**src/rtl/sdp_ram_fifo_ctrl_if.sv**
```systemverilog
`default_nettype none
// ============================================================================
// Module   : sdp_ram_fifo_ctrl_if
// Brief    : Stream and RAM-port bundle for the RAM-backed FIFO controller.
// Revision : 1.0 - initial release
// ============================================================================
interface sdp_ram_fifo_ctrl_if #(
    parameter int WIDTH   = 8,
    parameter int ENTRIES = 16
);
    localparam int c_AW = $clog2(ENTRIES);

    logic [WIDTH-1:0] in_data;
    logic             in_valid;
    logic             in_ready;
    logic [WIDTH-1:0] out_data;
    logic             out_valid;
    logic             out_ready;
    logic [c_AW:0]    count;
    logic [c_AW-1:0]  ram_waddr;
    logic [WIDTH-1:0] ram_wdata;
    logic             ram_we;
    logic [c_AW-1:0]  ram_raddr;
    logic [WIDTH-1:0] ram_rdata;

    // Controller side
    modport slave (
        input  in_data, in_valid, out_ready, ram_rdata,
        output in_ready, out_data, out_valid, count,
               ram_waddr, ram_wdata, ram_we, ram_raddr
    );

    // Producer / consumer / RAM side
    modport master (
        output in_data, in_valid, out_ready, ram_rdata,
        input  in_ready, out_data, out_valid, count,
               ram_waddr, ram_wdata, ram_we, ram_raddr
    );
endinterface
`default_nettype wire

```
**src/rtl/sdp_ram_fifo_ctrl.sv**
```systemverilog
`default_nettype none
// ============================================================================
// Module   : sdp_ram_fifo_ctrl
// Brief    : First-word-fall-through FIFO controller driving an external
//            simple dual-port RAM with 1-cycle registered read data.
// Revision : 1.0 - initial release
// ============================================================================
module sdp_ram_fifo_ctrl #(
    parameter int WIDTH   = 8,
    parameter int ENTRIES = 16
) (
    input  wire logic          clk,
    input  wire logic          rst,
    sdp_ram_fifo_ctrl_if.slave fifo
);
    localparam int c_AW = $clog2(ENTRIES);
    localparam int c_CW = c_AW + 1;
    localparam logic [c_CW-1:0] c_FULL = c_CW'(ENTRIES);

    logic [c_AW-1:0]  r_wr_ptr;
    logic [c_AW-1:0]  r_rd_ptr;
    logic [c_CW-1:0]  r_count;
    logic             r_out_valid;

    logic             w_in_ready;
    logic             w_push;
    logic             w_pop;
    logic [c_CW-1:0]  w_count_less_pop;
    logic [WIDTH-1:0] w_wdata;

    assign w_in_ready       = !rst && (r_count != c_FULL);
    assign w_push           = fifo.in_valid & w_in_ready;
    assign w_pop            = r_out_valid & fifo.out_ready;
    assign w_count_less_pop = r_count - c_CW'(w_pop);
    assign w_wdata          = fifo.in_data;

    assign fifo.in_ready  = w_in_ready;
    assign fifo.out_valid = r_out_valid;
    assign fifo.out_data  = fifo.ram_rdata;
    assign fifo.count     = r_count;
    assign fifo.ram_we    = w_push;
    assign fifo.ram_waddr = r_wr_ptr;
    assign fifo.ram_wdata = w_wdata;
    // Prefetch the next head on a pop so the RAM's read latency is hidden.
    assign fifo.ram_raddr = w_pop ? (r_rd_ptr + c_AW'(1)) : r_rd_ptr;

    // A word only becomes visible once it was written in an earlier cycle;
    // this keeps the read address off a same-cycle write.
    always_ff @(posedge clk or posedge rst) begin
        if (rst) begin
            r_wr_ptr    <= '0;
            r_rd_ptr    <= '0;
            r_count     <= '0;
            r_out_valid <= 1'b0;
        end else begin
            if (w_push) r_wr_ptr <= r_wr_ptr + c_AW'(1);
            if (w_pop)  r_rd_ptr <= r_rd_ptr + c_AW'(1);
            r_count     <= w_count_less_pop + c_CW'(w_push);
            r_out_valid <= (w_count_less_pop != '0);
        end
    end
endmodule
`default_nettype wire

```
**src/flat_wrapper.sv**
```systemverilog
// flat-port wrapper written by rule: the top's interface ports become plain ports
module sdp_ram_fifo_ctrl_flat 
#(
    parameter int WIDTH   = 8,
    parameter int ENTRIES = 16
)
  (clk, rst, fifo_in_data, fifo_in_valid, fifo_out_ready, fifo_ram_rdata, fifo_in_ready, fifo_out_data, fifo_out_valid, fifo_count, fifo_ram_waddr, fifo_ram_wdata, fifo_ram_we, fifo_ram_raddr);
  sdp_ram_fifo_ctrl_if #(.WIDTH(WIDTH), .ENTRIES(ENTRIES)) fifo_i ();
  input  wire logic clk;
  input  wire logic rst;
  input wire logic [$bits(fifo_i.in_data)-1:0] fifo_in_data;
  input wire logic [$bits(fifo_i.in_valid)-1:0] fifo_in_valid;
  input wire logic [$bits(fifo_i.out_ready)-1:0] fifo_out_ready;
  input wire logic [$bits(fifo_i.ram_rdata)-1:0] fifo_ram_rdata;
  output wire logic [$bits(fifo_i.in_ready)-1:0] fifo_in_ready;
  output wire logic [$bits(fifo_i.out_data)-1:0] fifo_out_data;
  output wire logic [$bits(fifo_i.out_valid)-1:0] fifo_out_valid;
  output wire logic [$bits(fifo_i.count)-1:0] fifo_count;
  output wire logic [$bits(fifo_i.ram_waddr)-1:0] fifo_ram_waddr;
  output wire logic [$bits(fifo_i.ram_wdata)-1:0] fifo_ram_wdata;
  output wire logic [$bits(fifo_i.ram_we)-1:0] fifo_ram_we;
  output wire logic [$bits(fifo_i.ram_raddr)-1:0] fifo_ram_raddr;
  assign fifo_i.in_data = fifo_in_data;
  assign fifo_i.in_valid = fifo_in_valid;
  assign fifo_i.out_ready = fifo_out_ready;
  assign fifo_i.ram_rdata = fifo_ram_rdata;
  assign fifo_in_ready = fifo_i.in_ready;
  assign fifo_out_data = fifo_i.out_data;
  assign fifo_out_valid = fifo_i.out_valid;
  assign fifo_count = fifo_i.count;
  assign fifo_ram_waddr = fifo_i.ram_waddr;
  assign fifo_ram_wdata = fifo_i.ram_wdata;
  assign fifo_ram_we = fifo_i.ram_we;
  assign fifo_ram_raddr = fifo_i.ram_raddr;
  sdp_ram_fifo_ctrl #(.WIDTH(WIDTH), .ENTRIES(ENTRIES)) u_core (.clk(clk), .rst(rst), .fifo(fifo_i));
endmodule
```
**config.mk**
```make
export PLATFORM = sky130hd
export DESIGN_NAME = sdp_ram_fifo_ctrl_flat
export DESIGN_NICKNAME = d
export VERILOG_FILES = /design/src/rtl/sdp_ram_fifo_ctrl_if.sv /design/src/rtl/sdp_ram_fifo_ctrl.sv /design/src/flat_wrapper.sv
export SDC_FILE = /design/constraint.sdc
export NUM_CORES = 1
export LEC_CHECK = 0
export CORE_MARGIN = 2
export CORE_UTILIZATION = 30
export DETAILED_ROUTE_END_ITERATION = 7
export PLACE_DENSITY = 0.63
export SYNTH_ARGS = -nofsm -noshare
export SYNTH_HDL_FRONTEND = slang
export SYNTH_SLANG_ARGS = --single-unit
```
**constraint.sdc**
```tcl
create_clock -name clk -period 3.7 [get_ports clk]
set_input_delay 0.74 -clock clk [delete_from_list [all_inputs] [get_ports clk]]
set_output_delay 0.74 -clock clk [all_outputs]
set_load 0.005 [all_outputs]
```
* Word level (Yosys, flattened, before mapping) *
Cells that the tools add are included.

storage, ports and cells
  output and inout bits = 32
  logic and storage cells = 15
  flip-flop bits (word level) = 14

cells by class
  add/sub/neg operators = 4
  reduce and logical (&&, ||, !) cells = 3
  multiplexer cells = 1
  equal/unequal tests = 1
  bitwise gates (word level) = 2

operator list
  operator               number
  $add A4 B1 Y4 const B  2
  $add A5 B1 Y5          1
  $ne A5 B5 Y1 const B   1
  $reduce_bool A5 Y1     1
  $sub A5 B1 Y5          1
  $mux W4                1
  $and A1 B1 Y1          2
  $logic_and A1 B1 Y1    1
  $logic_not A1 Y1       1

* Depth between registers and ports, before layout *
  word-level depth = 4
  gate-level depth with buffers = 10
  depth with buffers taken out = 10

* Worst setup path after synthesis *
OpenSTA, ideal clock, no wires.

  path kind = input to register
  from = input fifo_out_ready
  to = register u_core.r_count[4] (netlist: u_core.fifo.count[4])
  slack = 1,435 ps
  stages on the path = 10
  buffers on the path = 0
  arrival time = 2,137 ps
  path through = nand2_1 -> inv_1 -> ha_1 -> ha_1 -> inv_1 -> ha_1 -> nor2_1 -> a21oi_1 -> o31a_1 -> xnor2_1

between the ends
  word-level cells in the longest chain between the ends = 3

ends and longest elaborated chain
  what                    line                     RTL
  start: declaration      flat_wrapper.sv:13       input wire logic [$bits(fifo_i.out_ready)-1:0] fifo_out_ready;
  $and A1 B1 Y1           sdp_ram_fifo_ctrl.sv:33  assign w_pop = r_out_valid & fifo.out_ready;
  $sub A5 B1 Y5           sdp_ram_fifo_ctrl.sv:34  assign w_count_less_pop = r_count - c_CW'(w_pop);
  $add A5 B1 Y5           sdp_ram_fifo_ctrl.sv:58  r_count <= w_count_less_pop + c_CW'(w_push);
  end signal: assignment  sdp_ram_fifo_ctrl.sv:58
  end: declaration        sdp_ram_fifo_ctrl.sv:22  logic [c_CW-1:0] r_count;

No other way between the ends.
A chain may end at the register's enable or synchronous reset.

* Worst setup path after layout *
  from = input fifo_out_ready
  to = output fifo_ram_raddr[3]

between the ends
  word-level cells in the longest chain between the ends = 2

ends and longest elaborated chain
  what              line                     RTL
  $and A1 B1 Y1     sdp_ram_fifo_ctrl.sv:33
  $mux W4           sdp_ram_fifo_ctrl.sv:45  assign fifo.ram_raddr = w_pop ? (r_rd_ptr + c_AW'(1)) : r_rd_ptr;
  end: declaration  flat_wrapper.sv:22       output wire logic [$bits(fifo_i.ram_raddr)-1:0] fifo_ram_raddr;

No other way between the ends.

==> results.cfg <==
[run_status]
status = finished, final reports clean

[critical_path]
crit_family = buffers and inverters
r2r_start = u_core.fifo.count[1]
cp_cell_sequence = clkdlybuf4s50_1 -> nand2_1 -> inv_1 -> nand4_1 -> xnor2_1 -> clkdlybuf4s50_1
startpoint = fifo_out_ready
cpPeakStageDelay_ns = 0.52
worst_path_max_delay_cell = clkdlybuf4s50_1
cp_num_cells = 6
cp.arrival_ns = 2.22
path_class = in -> out
critPathLaunchType = input pin
rr_endpoint = u_core.fifo.count[4]
critPathCaptureType = primary output
rr_worst_depth = 8
crit_buf_inv = 3
critPathRequiredTime_ns = 2.96
cp_common_cell = clkdlybuf4s50_1
critPathMaxFanout = 3
rrSetupSlack_ns = 1.63

[place]
gp_congestion = 0.8348
dp_hpwl_mm = 1.103
io_buffers = 19

[floorplan]
core-area_sq_um = 2734
fp-row-count = 19
dieWidth_um = 57.41
boundaryPins = 52
die-area_sq_um = 3296
initial_core_util = 0.3130
die_h_um = 57.41

[worst_hold_path]
min_path_type = reg -> reg
min_path_cells = 1
hold_start = u_core.r_rd_ptr[3]
min_delay_worst_endpoint = u_core.r_rd_ptr[3]

[synth]
synth_area_sq_um = 855.8
synthArstFlopShare = 1.000
synthCells = 81
synth-edff-count = 0
synth_top_family_by_area = buffers and inverters
syn_avg_cell_area_sq_um = 10.57
synth_top_area_frac = 0.4094
yosysSeqAreaShare = 0.4094
synthSimpleGateAreaFrac = 0.1243
synth_top_area_cell = dfrtp_1
yosys_warnings = 0
synthAdderAreaFrac = 0.08772
ys_seq_elements = 14
ys_types = 22
synth.net_count = 107
synth-main-ff-cell = dfrtp_1
synthTopCellsByArea = dfrtp_1 41%, buf_4 14%, xnor2_1 9.2%
synthMuxAreaShare = 0.03070
synth_compound_gate_area_share = 0.05848
synth_xor_area_frac = 0.1126

[clock_tree]
clk_latency_ns = 0.28
ctsRootBufferMaster = clkbuf_4
cts_sinks = 14
clk_pin_slew_ns = 0.09
cts_tree = done
cts_buffers = 3
htreeDepth = 1
cts_hold_buf = 0
cts.repair.resized = 0
post_cts_buffers = 0
clockBufferDepth = 2

[final_layout]
drive_gt1_frac = 0.09195
num_antenna_cells = 0
syn_to_final_growth_pct = 16.37
fin_nets = 114
final_common_cell = clkdlybuf4s50_1
final_cell_mix = 19 x clkdlybuf4s50_1, 14 x dfrtp_1, 9 x xnor2_1, 7 x inv_1, 6 x ha_1

[sta]
maxSlewViolCount = 0
setup_viol = 0
fin_crit_ns = 2.957
maxSlewHeadroom = 0.6439
hold_violations = 0
setup_tns_ns = 0
tightest_slew_ns = 0.5335
fmax_mhz = 338.1
skew_ns = 0.005756
period_share = 0.7993
rsz0062_at_grt = false
whs_ns = 0.4720

[routing]
detail_route.first_pass.iterations = 4
via_per_inst = 4.720
wirelength_mm = 1.439
ant_nets = 0
drtIter0Drc = 17
vias = 557
drc = 0
routedWlPerCell_um = 12.19

[grt]
gr-usage-all-layers = 0.09812
globalRouteOverflowTotal = 0
grt_pass1_wl_mm = 2.477
antenna_found_initial = 0
grt_pass1_vias = 550
grt_max_degree = 15

[pwr]
powerDensity_nw_per_um2 = 874.7
vdd.ir_drop.worst_v = 0.0004464
power.leakage_uw = 0.0004191

[job]
maxCapViolCount = 0
through the flow:
stage / worst slack [ns] / cell area (sq um) / cells / util / total power, uW
2_1_floorplan: 1.435 / 855.8 / 81 / - / 559.3
3_3_place_gp: 0.7526 / 959.7 / 114 / 0.3510 / 762.2
3_5_place_dp: 0.7141 / 959.7 / 114 / 0.3510 / 770.1
4_1_cts: 0.7190 / 996.0 / 118 / 0.3643 / 888.0
5_1_grt: 0.6167 / 996.0 / 118 / 0.3643 / 954.7
6_report: 0.7426 / 996.0 / 118 / 0.3643 / 871.2
power by group:
part | total, uW | switching [uW] | internal (uW)
Clock | 111 | 50.7 | 59.9
Combinational | 427 | 155 | 271
Sequential | 334 | 102 | 232
Total | 871 | 308 | 563
sequential cells by signal, indices dropped and copies added (netlist names):
register and count:
u_core.fifo.out_valid 1, u_core.fifo.ram_waddr 4, u_core.r_rd_ptr 4, u_core.fifo.count 5
how the worst max path moves through the flow:
stage	endpoint	slack, ns
4_1_cts	fifo_ram_raddr[3]	0.72
5_1_grt	fifo_ram_raddr[3]	0.62
3_3_place_gp	fifo_ram_raddr[3]	0.75
2_1_floorplan	u_core.fifo.count[4]	1.44
6_report	fifo_ram_raddr[3]	0.74
3_5_place_dp	fifo_ram_raddr[3]	0.71
final cells by class:
class	count	area [sq um]
inverter	7	26.28
multi-input combinational	43	354.1
timing repair buffer	19	190.2
tap	31	38.79
sequential	14	350.3
clock buffer	4	36.28
fill	276	1738
synthesized netlist by cell type (2+ instances only):
cell	number
xnor2_1	9
inv_1	7
nand2b_1	2
nand4_1	4
ha_1	6
xor2_1	2
a21oi_1	3
buf_4	16
nor2_1	2
nand2_1	5
dfrtp_1	14
per-layer routing:
| metal | track usage | routed length [um] | vias to the layer above |
|---|---|---|---|
| met2 | 0.1331 | 634 | 20 |
| met1 | 0.1298 | 662 | 267 |
| li1 | - | - | 264 |
| met3 | 0.05215 | 122 | 6 |
| met5 | 0 | 0 | - |
| met4 | 0.03987 | 19 | 0 |
kinds of logic after synthesis:
| logic type | Yosys count |
|---|---|
| DFF | 14 |
| AOI/OAI and AO/OA | 7 |
| buffers and inverters | 24 |
| muxes | 2 |
| adders and majority gates | 6 |
| xor gates and xnor gates | 11 |
| and+or+nand+nor | 17 |
(Power assumes the default switching activity.)
